==> config.mk <==
export PLATFORM = sky130hd
export DESIGN_NAME = passive_security_ctrl
export DESIGN_NICKNAME = d
export VERILOG_FILES = /design/src/rtl/passive_security_ctrl.sv
export SDC_FILE = /design/constraint.sdc
export NUM_CORES = 1
export LEC_CHECK = 0
export ABC_AREA = 0
export CORE_UTILIZATION = 30
export CTS_CLUSTER_DIAMETER = 150
export DETAILED_ROUTE_END_ITERATION = 8
export DONT_BUFFER_PORTS = 1
export GPL_TIMING_DRIVEN = 0
export SLEW_MARGIN = 20
export SYNTH_ARGS = -nofsm -noshare
export SYNTH_HDL_FRONTEND = slang
export SYNTH_SLANG_ARGS = --single-unit
==> constraint.sdc <==
create_clock -name clk -period 1.8 [get_ports clk]
set_input_delay 0.36 -clock clk [delete_from_list [all_inputs] [get_ports clk]]
set_output_delay 0.36 -clock clk [all_outputs]
set_load 0.1 [all_outputs]
==> src/rtl/passive_security_ctrl.sv <==
// Passive anti-theft controller: arms security after ignition off and a door open/close,
// and sounds a bounded buzzer warning when the lights are left on with the door open.
module passive_security_ctrl #(
    parameter int unsigned ARM_DELAY = 10,
    parameter int unsigned BUZZ_MAX  = 8,
    parameter int unsigned CNT_W     = 8
) (
    input  logic clk,
    input  logic reset,
    input  logic CarLightsOnSign,
    input  logic OpenDoorSign,
    input  logic IgnitionSignalOn,
    output logic PassiveSignal_b,
    output logic PassiveSignal_s
);

    localparam logic [2:0] IDLE       = 3'd0;
    localparam logic [2:0] WAIT_OPEN  = 3'd1;
    localparam logic [2:0] WAIT_CLOSE = 3'd2;
    localparam logic [2:0] COUNTDOWN  = 3'd3;
    localparam logic [2:0] ARMED      = 3'd4;

    localparam logic [CNT_W-1:0] ARM_LAST = CNT_W'(ARM_DELAY - 1);
    localparam logic [CNT_W-1:0] BUZZ_LIM = CNT_W'(BUZZ_MAX);

    logic [2:0]       state;
    logic [2:0]       state_nxt;
    logic [CNT_W-1:0] arm_cnt;
    logic [CNT_W-1:0] arm_cnt_nxt;
    logic [CNT_W-1:0] buzz_cnt;
    logic [CNT_W-1:0] buzz_cnt_nxt;
    logic             buzz_nxt;
    logic             warn;

    // State and counter registers
    always_ff @(posedge clk or posedge reset) begin
        if (reset) begin
            state    <= IDLE;
            arm_cnt  <= '0;
            buzz_cnt <= '0;
        end else begin
            state    <= state_nxt;
            arm_cnt  <= arm_cnt_nxt;
            buzz_cnt <= buzz_cnt_nxt;
        end
    end

    // Arming next-state: ignition overrides everything
    always_comb begin
        state_nxt   = state;
        arm_cnt_nxt = arm_cnt;
        if (IgnitionSignalOn) begin
            state_nxt   = IDLE;
            arm_cnt_nxt = '0;
        end else begin
            case (state)
                IDLE: begin
                    state_nxt = WAIT_OPEN;
                end
                WAIT_OPEN: begin
                    if (OpenDoorSign) begin
                        state_nxt = WAIT_CLOSE;
                    end
                end
                WAIT_CLOSE: begin
                    if (!OpenDoorSign) begin
                        state_nxt   = COUNTDOWN;
                        arm_cnt_nxt = '0;
                    end
                end
                COUNTDOWN: begin
                    // A reopen wins over a completing countdown
                    if (OpenDoorSign) begin
                        state_nxt   = WAIT_CLOSE;
                        arm_cnt_nxt = '0;
                    end else if (arm_cnt == ARM_LAST) begin
                        state_nxt = ARMED;
                    end else if (arm_cnt < ARM_LAST) begin
                        arm_cnt_nxt = arm_cnt + CNT_W'(1);
                    end
                end
                ARMED: begin
                    state_nxt = ARMED;
                end
                default: begin
                    state_nxt   = IDLE;
                    arm_cnt_nxt = '0;
                end
            endcase
        end
    end

    // Buzzer: high for at most BUZZ_MAX edges per continuous warning
    always_comb begin
        warn         = CarLightsOnSign & OpenDoorSign & ~IgnitionSignalOn;
        buzz_nxt     = 1'b0;
        buzz_cnt_nxt = '0;
        if (warn) begin
            if (buzz_cnt < BUZZ_LIM) begin
                buzz_nxt     = 1'b1;
                buzz_cnt_nxt = buzz_cnt + CNT_W'(1);
            end else begin
                buzz_cnt_nxt = buzz_cnt;
            end
        end
    end

    // Registered outputs
    always_ff @(posedge clk or posedge reset) begin
        if (reset) begin
            PassiveSignal_s <= 1'b0;
            PassiveSignal_b <= 1'b0;
        end else begin
            PassiveSignal_s <= (state_nxt == ARMED);
            PassiveSignal_b <= buzz_nxt;
        end
    end

endmodule

==> summary.md, run 1 <==
| Metric | Value |
|---|---|
| Status | `complete, no violations` |
| Flop2flop setup slack | `roughly 0.11 ns` |
| FF+latch count, synth | `21` |
| Starting DRC count in detailed routing | `40` |
| Depth of the CTS H-tree | `1` |
| # DRC | `0` |
| Fin Clk Skew | `0.007508 ns` |
| Startpoint types | `flip-flop` |
| Hpwl dp | `approximately 1.3 mm` |
| Worst Path Max Fanout | `4` |
| DR vias | `678` |
| Port Buffers | `0` |
| Post-synth top area share | `0.5122` |
| Dominant synthesized flop cell | `dfrtp_1` |
| Drt wl/cell | `11.74 um` |
| Pwr dens | `approximately 690 nW/um^2` |
| Largest net degree at the start of global routing | `22` |
| Final wirelength | `1.655 mm` |
| Filler cell count in the final layout | `330` |
| Final worst path period need | `1.693 ns` |
| Yosys top cell by area | `dfrtp_1` |
| RSZ-0062 raised after global routing | `false` |
| Max-Cap Viols | `0` |
| Hold Slack | `about 0.075 ns` |
| Post-route cell area | `between 1000 and 1500 um^2` |
| Max-slew violations | `0` |
| WS Path Type | `flip-flop to flip-flop` |
| Vias per cell | `4.809` |
| Leak | `0.5510 nW` |
| Die height | `60.48 um` |
| # hold bufs at CTS | `0` |
| # IOs | `7` |
| Synth Cell Area | `1026 um^2` |
| Vias in the first global route | `617` |
| Ranking of synthesized cells by area | `dfrtp_1 51%, and2_1 4.9%, ha_1 4.9%` |
| Crit path max-delay cell type | `dfrtp_1` |
| Worst-Skew Late Latency | `0.30 ns` |
| CTS Root Buffer Type | `clkbuf_4` |
| Final period utilization | `0.9406` |
| Fmax achieved | `590.6 MHz` |
| Net count, final | `roughly 110` |
| CTS Buffer Depth | `2` |
| Gate Count Post-Synth | `93` |
| Reg-to-reg critical path endpoint | `arm_cnt[2]` |
| CTS tree | `done` |
| Total congestion overflow | `0` |
| Sink Count | `21` |
| Critical-path cell list | `inv_1, ha_1, nor3b_1, o21ai_2, o211a_1, a211o_1` |
| Non-Filler Instances | `~140` |
| Maximum vdd drop | `0.1977 mV` |
| Post-CTS Resized | `0` |
| P&R area growth vs syn | `8.048%` |
| Biggest cell delay along the critical path | `0.41 ns` |
| Total clock buffers created by CTS | `3` |
| Initial Util | `0.3254` |
| Die area | `approximately 3700 um^2` |
| Register area share after synthesis | `0.5122` |
| Share of layout cells above drive strength 1 | `0.1546` |
| Postcts setup bufs | `0` |
| GR Util All Layers | `0.1014` |
| Crit path DAT | `1.89 ns` |
| EDFF count, synth | `0` |
| RR Startpoint | `arm_cnt[1]` |
| Num rows | `20` |
| Placed cell count | `137` |
| Syn_area_per_cell | `11.03 um^2` |
| Async SR Flop Fraction | `1.000` |
| # diodes | `0` |
| DR pass1 iterations | `4` |
| Synth warn | `0` |
| Worst min-delay path category | `primary input to asynchronous set/reset pin` |
| Core area | `3153 um^2` |
| Post-synth net total | `102` |
| Worst Tran Pin Value | `around 0.87 ns` |
| Final Setup Violations | `0` |
| Final hold violation count | `0` |
| Setup TNS | `0 ns` |
| Die width | `60.48 um` |
| Number of unique standard cell types used by synthesis | `37` |
| Initial antenna violation count | `0` |
| Placed Area | `~1100 um^2` |
| Data required, critical path | `2.00 ns` |
| Crit end category | `flip-flop` |
| RePlAce Congestion | `0.7790` |
| Final core occ | `0.3516` |
| First-pass GRT wire length | `about 2.7 mm` |
| FF-to-FF path depth | `6` |
| Clock Pin Slew Worst Setup and Hold Paths | `0.12 ns` |
| Post-DRT Antenna Nets | `0` |
| Slew headroom | `0.4235` |
## Yosys cell counts, types with 2 or more instances
cell type / instances
o21a_1: 2
nand4_1: 4
and2_1: 8
nor2_1: 8
a21oi_1: 3
nand2_1: 6
inv_1: 4
nor3_1: 3
dfrtp_1: 21
ha_1: 4
a21o_1: 2
o21ai_2: 2
xnor2_1: 2
## worst max-delay path by stage
stage	start	end
finish	arm_cnt[1]	arm_cnt[2]
global route	arm_cnt[0]	arm_cnt[2]
CTS	arm_cnt[1]	arm_cnt[2]
detailed placement	arm_cnt[1]	arm_cnt[2]
global placement	arm_cnt[1]	arm_cnt[2]
floorplan	arm_cnt[1]	arm_cnt[2]
## sequential cells by signal, indices dropped and copies added, names as in the netlist
signal	count
arm_cnt	8
state	3
PassiveSignal_s	1
PassiveSignal_b	1
buzz_cnt	8
## where the power goes
part	switching (mW)	total, mW	internal [mW]
logic	0.0360	0.0533	0.0173
registers	0.0144	0.492	0.477
clock network	0.143	0.225	0.0826
total	0.193	0.770	0.577
## layout make-up
type | instances | area [um^2] | area share
Sequential cell | 21 | 525.5 | 0.4740
Inverter | 4 | 15.01 | 0.01354
Tap cell | 44 | 55.05 | 0.04966
Clock inverter | 1 | 5.005 | 0.004515
Clock buffer | 3 | 22.52 | 0.02032
Buffer | 1 | 5.005 | 0.004515
Multi-Input combinational cell | 67 | 480.5 | 0.4334
## kinds of logic after synthesis
family | Yosys count | share of synthesized area
mux | 1 | 0.009756
buf+inv | 5 | 0.01950
fa+ha+maj | 4 | 0.04878
flops | 21 | 0.5122
xor+xnor | 3 | 0.02561
compound gates | 17 | 0.1305
simple gates | 42 | 0.2537
## cells in the final DEF, fill, tap and decap left out, types with 2 or more instances in the layout
cell,n
a21o_1,2
a21oi_1,3
and2_1,8
clkbuf_4,3
dfrtp_1,21
ha_1,4
inv_1,4
nand2_1,6
nand4_1,4
nor2_1,8
nor3_1,3
o21a_1,2
o21ai_2,2
xnor2_1,2
## critical path: cells and delay by family (launching register included)
| kind | cells | cell delay, ns |
|---|---|---|
| AO/OA/AOI/OAI | 3 | 0.60 |
| buffers and inverters | 1 | 0.07 |
| adder cells (fa/ha/maj) | 1 | 0.22 |
| AND/OR/NAND/NOR | 1 | 0.30 |
| flip-flops | 1 | 0.41 |
## metrics by stage
| step | power, mW | setup WS [ns] |
|---|---|---|
| after floorplan | 0.5422 | 0.2412 |
| after global placement | 0.5530 | 0.1518 |
| after detailed placement | 0.5538 | 0.1162 |
| after CTS | 0.7791 | 0.09456 |
| after global routing | 0.8067 | 0.01234 |
| final | 0.7702 | 0.1068 |
## metal layers
| layer | wire length (um) | track usage | vias to the layer above |
|---|---|---|---|
| met5 | 0 | 0 | - |
| met4 | 8 | 0.04221 | 0 |
| met3 | 67 | 0.03198 | 2 |
| met2 | 744 | 0.1444 | 13 |
| met1 | 834 | 0.1417 | 330 |
| li1 | - | - | 333 |
(Power assumes the default switching activity.)
==> run 2, diff against run 1 <==
Settings changed: CAP_MARGIN set to 25, SKIP_LAST_GASP set to 1.
==> results of run 2 <==
Final layout, timing and power as in run 1 (identical DEF).
==> RTL change: new RTL, settings of run 1 <==
Set the parameter `CNT_W` to 10 (it was 8).
--- a/src/rtl/passive_security_ctrl.sv
+++ b/src/rtl/passive_security_ctrl.sv
@@ -4,5 +4,5 @@
     parameter int unsigned ARM_DELAY = 10,
     parameter int unsigned BUZZ_MAX  = 8,
-    parameter int unsigned CNT_W     = 8
+    parameter int unsigned CNT_W     = 10
 ) (
     input  logic clk,
Check against the original RTL: same outputs for any inputs over 10 cycles, from zero or initial values and one cycle with reset high; that may be too few to reach the edited logic, so the function may still have changed.
==> RTL change against run 1 <==
  * The flow now finishes with violations (negative setup slack)
  * Critical path type unchanged
  * Global-route usage increased by 0.89 points
  * Worst setup slack got worse by 180 ps
  * Design area increased by 17%
  * Sequential cell count increased by 4
  * Total power increased by 25%
  * Routed wire length increased by 19%
  * Combinational power increased by 8.8%
  * Utilization increased by 0.35 points
  * Area after synthesis increased by 11%
==> RTL change: results (changes against run 1) <==
<table>
<tr><th>Metric</th><th>Value</th></tr>
<tr><th colspan="2">Critical path</th></tr>
<tr><td>CP Data Arrival Time</td><td>2030 ps (+140 ps)</td></tr>
<tr><td>Critical path's slowest cell</td><td>sky130_fd_sc_hd__or3b_4</td></tr>
<tr><th colspan="2">CTS</th></tr>
<tr><td>CTS root buffer</td><td>sky130_fd_sc_hd__clkbuf_8</td></tr>
<tr><td>Clock-pin slew on the worst setup and hold paths</td><td>90 ps (-30 ps)</td></tr>
<tr><th colspan="2">Placement</th></tr>
<tr><td>Cells after DPL</td><td>152 (+11%)</td></tr>
<tr><td>Gp weighted congestion</td><td>0.7223 (-7.3%)</td></tr>
<tr><td>Half-perimeter wire length of the detailed placement result</td><td>1.430 mm (+13%)</td></tr>
<tr><th colspan="2">Logic synthesis</th></tr>
<tr><td>Avg Cell Area, Syn</td><td>10.95 um^2 (-0.76%)</td></tr>
<tr><td>Mapped Nets</td><td>113 (+11%)</td></tr>
<tr><td>Synth top cells by count</td><td>sky130_fd_sc_hd__dfrtp_1, sky130_fd_sc_hd__and2_1, sky130_fd_sc_hd__nor2_1</td></tr>
<tr><td>Biggest area contributors in the synthesized netlist</td><td>sky130_fd_sc_hd__dfrtp_1, sky130_fd_sc_hd__and2_1, sky130_fd_sc_hd__ha_1</td></tr>
<tr><td>Part of the Yosys area used for sequential elements</td><td>54.95% (+3.7 points)</td></tr>
<tr><th colspan="2">Status</th></tr>
<tr><td>Result of the run</td><td>finished, violations left</td></tr>
<tr><td>Violations in the final reports</td><td>negative setup slack</td></tr>
<tr><th colspan="2">Layout</th></tr>
<tr><td>Filler-free cell count of the finished design</td><td>162 (+15%)</td></tr>
<tr><td>Layout fillers</td><td>381 (+15%)</td></tr>
<tr><td>Biggest registers after layout</td><td>arm_cnt x10, buzz_cnt x10, state x3</td></tr>
<tr><td>Post-layout nets</td><td>124 (+16%)</td></tr>
<tr><th colspan="2">STA</th></tr>
<tr><td>Number of endpoints failing setup at the final stage</td><td>2 (+2)</td></tr>
<tr><td>Crit path setup slack, layout</td><td>-68.31 ps (-175.2 ps)</td></tr>
<tr><td>Setup TNS</td><td>-94.88 ps (-94.88 ps)</td></tr>
<tr><th colspan="2">Detailed routing</th></tr>
<tr><td>Routed WL</td><td>1.977 mm (+19%)</td></tr>
<tr><th colspan="2">GRT</th></tr>
<tr><td>Number of global-route vias before repair</td><td>786 (+27%)</td></tr>
<tr><td>Pin count of the biggest net entering global routing</td><td>26 (+18%)</td></tr>
<tr><td>Aggregate global-route resource usage</td><td>11.03% (+0.89 points)</td></tr>
<tr><th colspan="2">Power</th></tr>
<tr><td>Worst IR drop on VDD</td><td>0.2954 mV (+49%)</td></tr>
<tr><td>Ratio of total power to cell area</td><td>741.0 mW/mm^2 (+6.7%)</td></tr>
</table>
-- RTL change: power by group --
group | total [mW] | switching [mW] | internal (mW)
Sequential | 0.578 | 0.0113 | 0.567
Combinational | 0.0580 | 0.0377 | 0.0203
Clock | 0.327 | 0.172 | 0.155
-- RTL change: layer usage --
metal	routed length [um]	vias to the layer above	GRT usage, %
met3	109	3	3.986
met2	918	17	18.88
met5	0	-	0
li1	-	383	-
met1	932	358	13.01
met4	16	0	2.557
-- RTL change: cells by family after synthesis --
kind of cell,after synthesis,synth area share [%]
and+or+nand+nor,49,23.74
DFF,25,54.95
xor gates and xnor gates,3,2.308
AOI/OAI and AO/OA,16,11.65
buffers and inverters,7,2.967
adders and majority gates,4,4.396
-- RTL change: how the worst min path moves through the flow --
stage / endpoint / slack, ps
finish: buzz_cnt[9] / 170
global route: buzz_cnt[9] / 250
CTS: arm_cnt[3] / 210
detailed placement: buzz_cnt[7] / 470
global placement: buzz_cnt[7] / 470
floorplan: PassiveSignal_b / 390
-- RTL change: cell type report --
| class | instances | share of cell area (%) |
|---|---|---|
| repair buffers | 6 | 3.465 |
| multi-input cells | 72 | 37.63 |
| clock inverters | 1 | 0.3850 |
| flip-flops and latches | 25 | 48.12 |
| clock buffers | 3 | 3.176 |
| well taps | 48 | 4.620 |
| inverters | 5 | 1.444 |
| plain buffers | 2 | 1.155 |
-- RTL change: worst max-delay path: cells and delay by family (launching register included) --
| family | cells | cell delay, ps |
|---|---|---|
| buf+inv | 2 | 250 |
| simple gates | 1 | 380 |
| compound gates | 3 | 580 |
| fa+ha+maj | 1 | 190 |
| flops | 1 | 370 |
-- RTL change: what timing repair did --
item                                    4_1_cts  5_1_grt
hold buffers                                  0        0
setup buffers                                 5        1
resized for setup                             2        1
endpoints found under the setup margin        3        6
pin swaps                                     2        3
